$ cat src/rtl/pulse_hold_fifo_if.sv
// Event bus between a code producer and pulse_hold_fifo.
//   sig_in   : event code from producer (0 = no event)
//   sig_out  : held event code toward the slow consumer
//   busy     : event queue full
//   overflow : one-cycle drop pulse   (only with PULSE_HOLD_OVF_EN)
//   drop_cnt : saturating drop count  (only with PULSE_HOLD_OVF_EN)
interface pulse_hold_fifo_if #(
  parameter int unsigned WIDTH = 3
);
  logic [WIDTH-1:0] sig_in;
  logic [WIDTH-1:0] sig_out;
  logic             busy;
`ifdef PULSE_HOLD_OVF_EN
  logic             overflow;
  logic [7:0]       drop_cnt;
`endif

  modport master (
    output sig_in,
    input  sig_out,
    input  busy
`ifdef PULSE_HOLD_OVF_EN
    ,
    input  overflow,
    input  drop_cnt
`endif
  );

  modport slave (
    input  sig_in,
    output sig_out,
    output busy
`ifdef PULSE_HOLD_OVF_EN
    ,
    output overflow,
    output drop_cnt
`endif
  );
endinterface

$ cat src/rtl/pulse_hold_fifo.sv
// pulse_hold_fifo: queues every non-zero input code as one event and replays
// each event as a level held for HOLD_CYCLES cycles, followed by a forced
// zero gap of GAP_CYCLES cycles plus one idle cycle.
// Ports:
//   clk : block clock, rising edge
//   rst : asynchronous reset, active-low
//   bus : pulse_hold_fifo_if.slave (sig_in, sig_out, busy[, overflow, drop_cnt])
// Optional feature: define PULSE_HOLD_OVF_EN to build the overflow pulse and
// the saturating drop_cnt counter; without it drops are silent.
module pulse_hold_fifo #(
  parameter int unsigned WIDTH       = 3,
  parameter int unsigned DEPTH       = 4,
  parameter int unsigned HOLD_CYCLES = 1000,
  parameter int unsigned GAP_CYCLES  = 1000
) (
  input  logic                 clk,
  input  logic                 rst,
  pulse_hold_fifo_if.slave     bus
);

  localparam int unsigned PTR_W     = $clog2(DEPTH);
  localparam int unsigned CNT_W     = PTR_W + 1;
  localparam int unsigned MAX_HG    = (HOLD_CYCLES > GAP_CYCLES) ? HOLD_CYCLES : GAP_CYCLES;
  localparam int unsigned MAX_T     = (MAX_HG > 2) ? MAX_HG : 2;
  localparam int unsigned TMR_W     = $clog2(MAX_T);
  localparam int unsigned HOLD_LOAD = (HOLD_CYCLES > 0) ? HOLD_CYCLES - 1 : 0;
  localparam int unsigned GAP_LOAD  = (GAP_CYCLES > 0) ? GAP_CYCLES - 1 : 0;

  typedef enum logic [1:0] {
    S_IDLE = 2'd0,
    S_HOLD = 2'd1,
    S_GAP  = 2'd2
  } state_t;

  logic [WIDTH-1:0] mem [DEPTH];
  logic [PTR_W-1:0] wr_ptr;
  logic [PTR_W-1:0] rd_ptr;
  logic [CNT_W-1:0] count;
  state_t           state;
  logic [TMR_W-1:0] timer;
  logic [WIDTH-1:0] sig_out_q;
  logic             busy_q;

  logic             full_c;
  logic             event_c;
  logic             push_c;
  logic             pop_c;
  logic [CNT_W-1:0] count_nxt_c;

  // Push/pop qualification; a full queue drops even when a pop coincides.
  always_comb begin
    full_c  = (count == CNT_W'(DEPTH));
    event_c = |bus.sig_in;
    push_c  = event_c && !full_c;
    pop_c   = (state == S_IDLE) && (count != '0);
  end

  // Occupancy after this edge; busy is registered from it.
  always_comb begin
    count_nxt_c = count;
    if (push_c && !pop_c) begin
      count_nxt_c = count + CNT_W'(1);
    end else if (pop_c && !push_c) begin
      count_nxt_c = count - CNT_W'(1);
    end
  end

  // Queue storage; contents need no reset since count gates all reads.
  always_ff @(posedge clk) begin
    if (push_c) begin
      mem[wr_ptr] <= bus.sig_in;
    end
  end

  // Queue pointers, occupancy and full flag.
  always_ff @(posedge clk or negedge rst) begin
    if (!rst) begin
      wr_ptr <= '0;
      rd_ptr <= '0;
      count  <= '0;
      busy_q <= 1'b0;
    end else begin
      if (push_c) begin
        wr_ptr <= wr_ptr + PTR_W'(1);
      end
      if (pop_c) begin
        rd_ptr <= rd_ptr + PTR_W'(1);
      end
      count  <= count_nxt_c;
      busy_q <= (count_nxt_c == CNT_W'(DEPTH));
    end
  end

  // Replay FSM: IDLE pops, HOLD drives the code, GAP forces zero.
  always_ff @(posedge clk or negedge rst) begin
    if (!rst) begin
      state     <= S_IDLE;
      timer     <= '0;
      sig_out_q <= '0;
    end else begin
      case (state)
        S_IDLE: begin
          sig_out_q <= '0;
          if (pop_c) begin
            sig_out_q <= mem[rd_ptr];
            timer     <= TMR_W'(HOLD_LOAD);
            state     <= S_HOLD;
          end
        end
        S_HOLD: begin
          if (timer == '0) begin
            sig_out_q <= '0;
            if (GAP_CYCLES > 0) begin
              timer <= TMR_W'(GAP_LOAD);
              state <= S_GAP;
            end else begin
              state <= S_IDLE;
            end
          end else begin
            timer <= timer - TMR_W'(1);
          end
        end
        S_GAP: begin
          sig_out_q <= '0;
          if (timer == '0) begin
            state <= S_IDLE;
          end else begin
            timer <= timer - TMR_W'(1);
          end
        end
        default: begin
          sig_out_q <= '0;
          state     <= S_IDLE;
        end
      endcase
    end
  end

  assign bus.sig_out = sig_out_q;
  assign bus.busy    = busy_q;

`ifdef PULSE_HOLD_OVF_EN
  logic       overflow_q;
  logic [7:0] drop_cnt_q;

  // Drop reporting: pulse for one cycle, count saturates at 255.
  always_ff @(posedge clk or negedge rst) begin
    if (!rst) begin
      overflow_q <= 1'b0;
      drop_cnt_q <= '0;
    end else begin
      overflow_q <= event_c && full_c;
      if (event_c && full_c && (drop_cnt_q != 8'hFF)) begin
        drop_cnt_q <= drop_cnt_q + 8'd1;
      end
    end
  end

  assign bus.overflow = overflow_q;
  assign bus.drop_cnt = drop_cnt_q;
`endif

endmodule

$ cat src/flat_wrapper.sv
// flat-port wrapper written by rule: the top's interface ports become plain ports
module pulse_hold_fifo_flat 
#(
  parameter int unsigned WIDTH       = 3,
  parameter int unsigned DEPTH       = 4,
  parameter int unsigned HOLD_CYCLES = 1000,
  parameter int unsigned GAP_CYCLES  = 1000
)
  (clk, rst, bus_sig_in, bus_sig_out, bus_busy);
  pulse_hold_fifo_if #(.WIDTH(WIDTH)) bus_i ();
  input  logic clk;
  input  logic rst;
  input wire logic [$bits(bus_i.sig_in)-1:0] bus_sig_in;
  output wire logic [$bits(bus_i.sig_out)-1:0] bus_sig_out;
  output wire logic [$bits(bus_i.busy)-1:0] bus_busy;
  assign bus_i.sig_in = bus_sig_in;
  assign bus_sig_out = bus_i.sig_out;
  assign bus_busy = bus_i.busy;
  pulse_hold_fifo #(.WIDTH(WIDTH), .DEPTH(DEPTH), .HOLD_CYCLES(HOLD_CYCLES), .GAP_CYCLES(GAP_CYCLES)) u_core (.clk(clk), .rst(rst), .bus(bus_i));
endmodule
$ cat config.mk
export PLATFORM = sky130hd
export DESIGN_NAME = pulse_hold_fifo_flat
export DESIGN_NICKNAME = d
export VERILOG_FILES = /design/src/rtl/pulse_hold_fifo_if.sv /design/src/rtl/pulse_hold_fifo.sv /design/src/flat_wrapper.sv
export SDC_FILE = /design/constraint.sdc
export NUM_CORES = 1
export LEC_CHECK = 0
export CAP_MARGIN = 40
export CORE_AREA = 2 2 73 75
export DETAILED_ROUTE_END_ITERATION = 10
export DIE_AREA = 0 0 75 77
export PLACE_DENSITY_LB_ADDON = 0.08
export SLEW_MARGIN = 40
export SYNTH_ARGS = -nofsm -noshare
export SYNTH_HDL_FRONTEND = slang
export SYNTH_SLANG_ARGS = --single-unit
$ cat constraint.sdc
create_clock -name clk -period 4.45 [get_ports clk]
set_input_delay 0.89 -clock clk [delete_from_list [all_inputs] [get_ports clk]]
set_output_delay 0.89 -clock clk [all_outputs]
set_load 0.05 [all_outputs]
# After elaboration in Yosys (flattened, before gate mapping)

Memory sizes are Yosys's and may differ from the RTL's.
Cells that the tools add are included.

Add/subtract/negate cells: 5
Equal/unequal tests: 8
Multiplexer cells: 15
Reductions and logical operators: 14

Operators by type and width:

| operator              | number |
|---|---|
| $mux 10               | 3 |
| $pmux 10 s3           | 1 |
| $mux 3                | 4 |
| $logic_not 10->1      | 1 |
| $sub 10x1->10 const B | 1 |
| $eq 3x3->1 const B    | 2 |
| $mux 2                | 3 |
| $ne 2x1->1 const B    | 3 |
| $pmux 2 s3            | 1 |
| $pmux 3 s2            | 1 |
| $reduce_and 3->1      | 2 |
| $reduce_bool 3->1     | 2 |
| $add 2x1->2 const B   | 2 |
| $logic_and 1x1->1     | 4 |
| $add 3x1->3 const B   | 1 |
| $logic_not 1->1       | 3 |
| $reduce_or 3->1       | 1 |
| $sub 3x1->3 const B   | 1 |
| $eq 2x1->1 const B    | 1 |
| $eq 2x2->1 const B    | 1 |
| $logic_not 2->1       | 1 |
| $mux 1                | 2 |
| $ne 2x2->1 const B    | 1 |

Flip-flop bits (word level): 23
Memory bits (writable): 12
Input port bits: 5
Output and inout bits: 4
Word-level logic and storage cells: 50
Memories kept: 1

Memory list:

| memory     | depth | width | rd ports | clocked after Yosys merged registers in | write ports | RTL line              | RTL |
|---|---|---|---|---|---|---|---|
| u_core.mem | 4     | 3     | 1        | 0                                       | 1           | pulse_hold_fifo.sv:35 | `logic [WIDTH-1:0] mem [DEPTH];` |

# Depth between registers and ports, before layout

Depth in word-level cells: 8
Gate-level depth with buffers: 9
Depth with buffers taken out: 7

# Least setup slack after synthesis

Ideal clock, no wire load.

Path type: register -> register
Start point: reg u_core.state[0]
End point: reg u_core.timer[3]
Setup time: 0.145 ns
Arrival: 2.210 ns
Setup slack: 2.095 ns
Stages on the path, launching flop included: 9
Cell sequence: dfrtp_1 > inv_1 > ha_1 > clkdlybuf4s50_2 > or2_2 > o41ai_1 > nor2_1 > o21ai_0 > o31ai_1

Longest elaborated chain between the ends: 4
Elaborated cells on any way between the ends: 9

RTL lines:

| what                              | RTL line                                      | RTL |
|---|---|---|
| from (decl)                       | pulse_hold_fifo.sv:39                         | `state_t state;` |
| from (signal assigned)            | pulse_hold_fifo.sv:97                         | `state <= S_IDLE;` |
| from (signal assigned)            | pulse_hold_fifo.sv:107                        | `state <= S_HOLD;` |
| from (signal assigned)            | pulse_hold_fifo.sv:115                        | `state <= S_GAP;` |
| $logic_not 2->1                   | pulse_hold_fifo.sv:55, pulse_hold_fifo.sv:101 |  |
| $logic_and 1x1->1                 | pulse_hold_fifo.sv:55                         | `pop_c = (state == S_IDLE) && (count != '0);` |
| $ne 2x1->1 (no source line)       | n/a                                           |  |
| $reduce_and 3->1 (no source line) | n/a                                           |  |
| to (signal assigned)              | pulse_hold_fifo.sv:106                        | `timer <= TMR_W'(HOLD_LOAD);` |
| to (signal assigned)              | pulse_hold_fifo.sv:114                        | `timer <= TMR_W'(GAP_LOAD);` |
| to (signal assigned)              | pulse_hold_fifo.sv:120                        | `timer <= timer - TMR_W'(1);` |
| to (decl)                         | pulse_hold_fifo.sv:40                         | `logic [TMR_W-1:0] timer;` |

Parallel ways exist; a longest one is shown, timed or not.
A chain may end at the register's enable or synchronous reset.

# Worst setup path after layout

Start point: reg u_core.timer[0]
End point: reg u_core.timer[5]

Longest elaborated chain between the ends: 3
Elaborated cells on any way between the ends: 7

RTL lines:

| what                                              | RTL line               | RTL |
|---|---|---|
| $sub 10x1->10 or $logic_not 10->1 (tied branches) | n/a                    |  |
| $mux 10 (tied with other cells)                   | pulse_hold_fifo.sv:125 | `if (timer == '0) begin` |
| $pmux 10 s3 or $reduce_and 3->1 (tied branches)   | n/a                    |  |

Parallel ways exist; a longest one is shown, timed or not. The select of a mux whose other input is x is not followed.

==> run metrics <==
status complete, no violations; crit path DAT between 2 and 3 ns; # diodes 0; adder-cell share of the synthesized area around 7.9%; Core Footprint 4980 um2; Worst path slowest cell nor4_1; Synth Register Bits 35; Die Y just under 80 um; post-synthesis simple-gate area fraction ~14%; Critical Path End Type register; DRT Pass-1 Iters 4; Reg-to-Reg Start u_core.timer[0]; Slew Viols, Final 0; post-DP HPWL approximately 2600 um; most frequent cell after synthesis dfrtp_1; clock root cell clkbuf_8; die area 5780 um2; largest family of logic cells by synthesized area compound AO/OA/AOI/OAI gates; post-synthesis compound-gate area fraction around 17%; vias ~1.3k; Reg-to-Reg End u_core.timer[5]; Place WS 1.51 ns; Setup Crit Path Kind reg2reg; CTS max path bufs 2; GRT Overall Usage roughly 14%; H-tree depth 2; Syn Area/Cell about 11 um2; CTS resizes 0; Synth area leader dfrtp_1; sequential cell area fraction in the yosys report 49.1%; Top Ports 9; Period minus WS final 2.57 ns; Synth Net Count between 150 and 200; r2r worst-path depth 7; total power ~1.6 mW; RSZ-0062 raised after global routing no; WL final 3590 um; clk slew on worst S/H paths about 0.080 ns; Worst slew margin approximately three fifths; mapped cell area around 1900 um2; initial antenna violation count 0; CTS sink cnt 35; synth-to-layout area growth 11.6%; number of synthesized flops with an enable pin 12; Worst path max stage delay 0.54 ns; fmax ~0.39 GHz; VDD IR max 0.322 mV; cells after synthesis between 150 and 200; Hold EP u_core.bus.sig_out[2]; Clock Skew roughly 0.0064 ns; CTS tree built; Cell Rows 26; I/O Buffers 8; hold path start u_core.bus.sig_out[2]; Max FO, Critical Path 7; Starting Density a little under two fifths; Least-Margin Pin Slew about 0.60 ns; Vias/cell around 5.2; CP cell instances inv_1, ha_1, or4b_4, nor4_1, a211oi_2, o21a_1, o22a_2; ANT nets after route 0; share of layout cells above drive strength 1 between 10% and 20%; yosys warns 0; first-pass GRT wire length roughly 6300 um; Pwr per Cell Area 730 nW/um2; dominant synthesized flop cell dfrtp_1; flop-to-flop setup slack approximately 1.9 ns; mux cell area share after synthesis under 10%; Post-synth top cells dfrtp_1, edfxtp_1, ha_1, inv_1, a21oi_1; Final WS setup 1.88 ns; top post-synthesis cells by area dfrtp_1, edfxtp_1, ha_1, mux4_2, a21oi_1; TNS Setup 0 ns; routed len/inst 14.7 um; Leak Pwr between 0.8 and 0.9 nW; grt ovf 0; Setup Fix Bufs, Post-CTS 0; final hold violation count 0; largest net degree at the start of global routing 24; vias in the first global route ~1.3k; top cell type's share of synthesized area 30.2%; hold depth 2; # hold bufs at CTS 0; Post-layout nets approximately 190; Worst-Skew Late Latency between 0.2 and 0.3 ns; Final GP Congestion a little under 0.8; DR iter-0 viols about 50; Unique masters post-synth 51; max_cap viols 0; TritonCTS Buffers 5; Startpoint Class register; Hold Crit Class reg2reg; FFs w/ async S/R, synth around two thirds; Synth Area in XOR/XNOR 2.76%; Tcrit/Tclk final 57.7%; # setup viols final 0; Die Width about 75 um; CP required around 4.6 ns; DRC Markers 0
[report_power, final]
group          internal [mW]  total, mW  leakage (nW)  switching (mW)
Sequential             0.467      0.567         0.386           0.100
Combinational          0.301      0.688         0.421           0.387
Clock                  0.170      0.298        0.0587           0.128
Total                  0.937       1.55         0.865           0.616
[layout make-up]
class,instances,area [um2]
flip-flops and latches,35,936
multi-input cells,113,871
well taps,70,87.6
clock buffers,5,68.8
repair buffers,8,75.1
inverters,11,41.3
fillers,486,2850
clock inverters,3,47.5
[cell usage in the layout, fill, tap and decap left out, types with 5 or more instances in the layout]
master and instances:
clkdlybuf4s50_1 7, ha_1 12, o21ai_0 9, nor2_1 9
nand2_1 7, inv_1 11, a21oi_1 9, edfxtp_1 12
clkbuf_8 5, dfrtp_1 23, xnor2_1 5
[worst max path at each step]
stage	start	to	cells after the start
3_3_place_gp	bus_sig_in[1]	u_core.bus.busy	6
2_1_floorplan	u_core.state[0]	u_core.timer[3]	8
5_1_grt	u_core.timer[0]	u_core.timer[9]	7
4_1_cts	bus_sig_in[1]	u_core.bus.busy	6
6_report	u_core.timer[0]	u_core.timer[5]	7
3_5_place_dp	bus_sig_in[1]	u_core.bus.busy	6
[flip-flops by register name (all words and copies together), names as in the netlist]
register / flops
u_core.timer: 10
u_core.wr_ptr: 2
u_core.bus.busy: 1
u_core.count: 3
u_core.state: 2
u_core.rd_ptr: 2
u_core.bus.sig_out: 3
u_core.mem: 12
[critical path, delay by kind of cell, from the launching register on]
family / cells / cell delay (ns)
compound gates: 3 / 0.62
fa+ha+maj: 1 / 0.25
buf+inv: 1 / 0.10
flops: 1 / 0.41
simple gates: 2 / 1.07
[through the flow]
step / util (%) / instances / hold WS [ns] / cell area, um2
finish: 42.7 / 245 / 0.510 / 2130
CTS: 42.5 / 245 / 0.516 / 2120
global placement: 40.3 / 237 / 0.491 / 2000
global route: 42.7 / 245 / 0.534 / 2130
floorplan: - / 168 / 0.459 / 1910
detailed placement: 40.2 / 237 / 0.492 / 2000
[metal layers]
layer | wire [um] | track usage (%) | up-vias
met5 | 0 | 0 | -
met4 | 47 | 4.46 | 0
met3 | 98 | 3.94 | 5
met2 | 1850 | 22.8 | 15
met1 | 1590 | 18.3 | 635
li1 | - | - | 621
[kinds of logic after synthesis]
kind of cell | Yosys count
buffers and inverters | 20
and+or+nand+nor | 46
xor gates and xnor gates | 6
muxes | 4
DFF | 35
AOI/OAI and AO/OA | 45
adders and majority gates | 12
(Power assumes the default switching activity.)
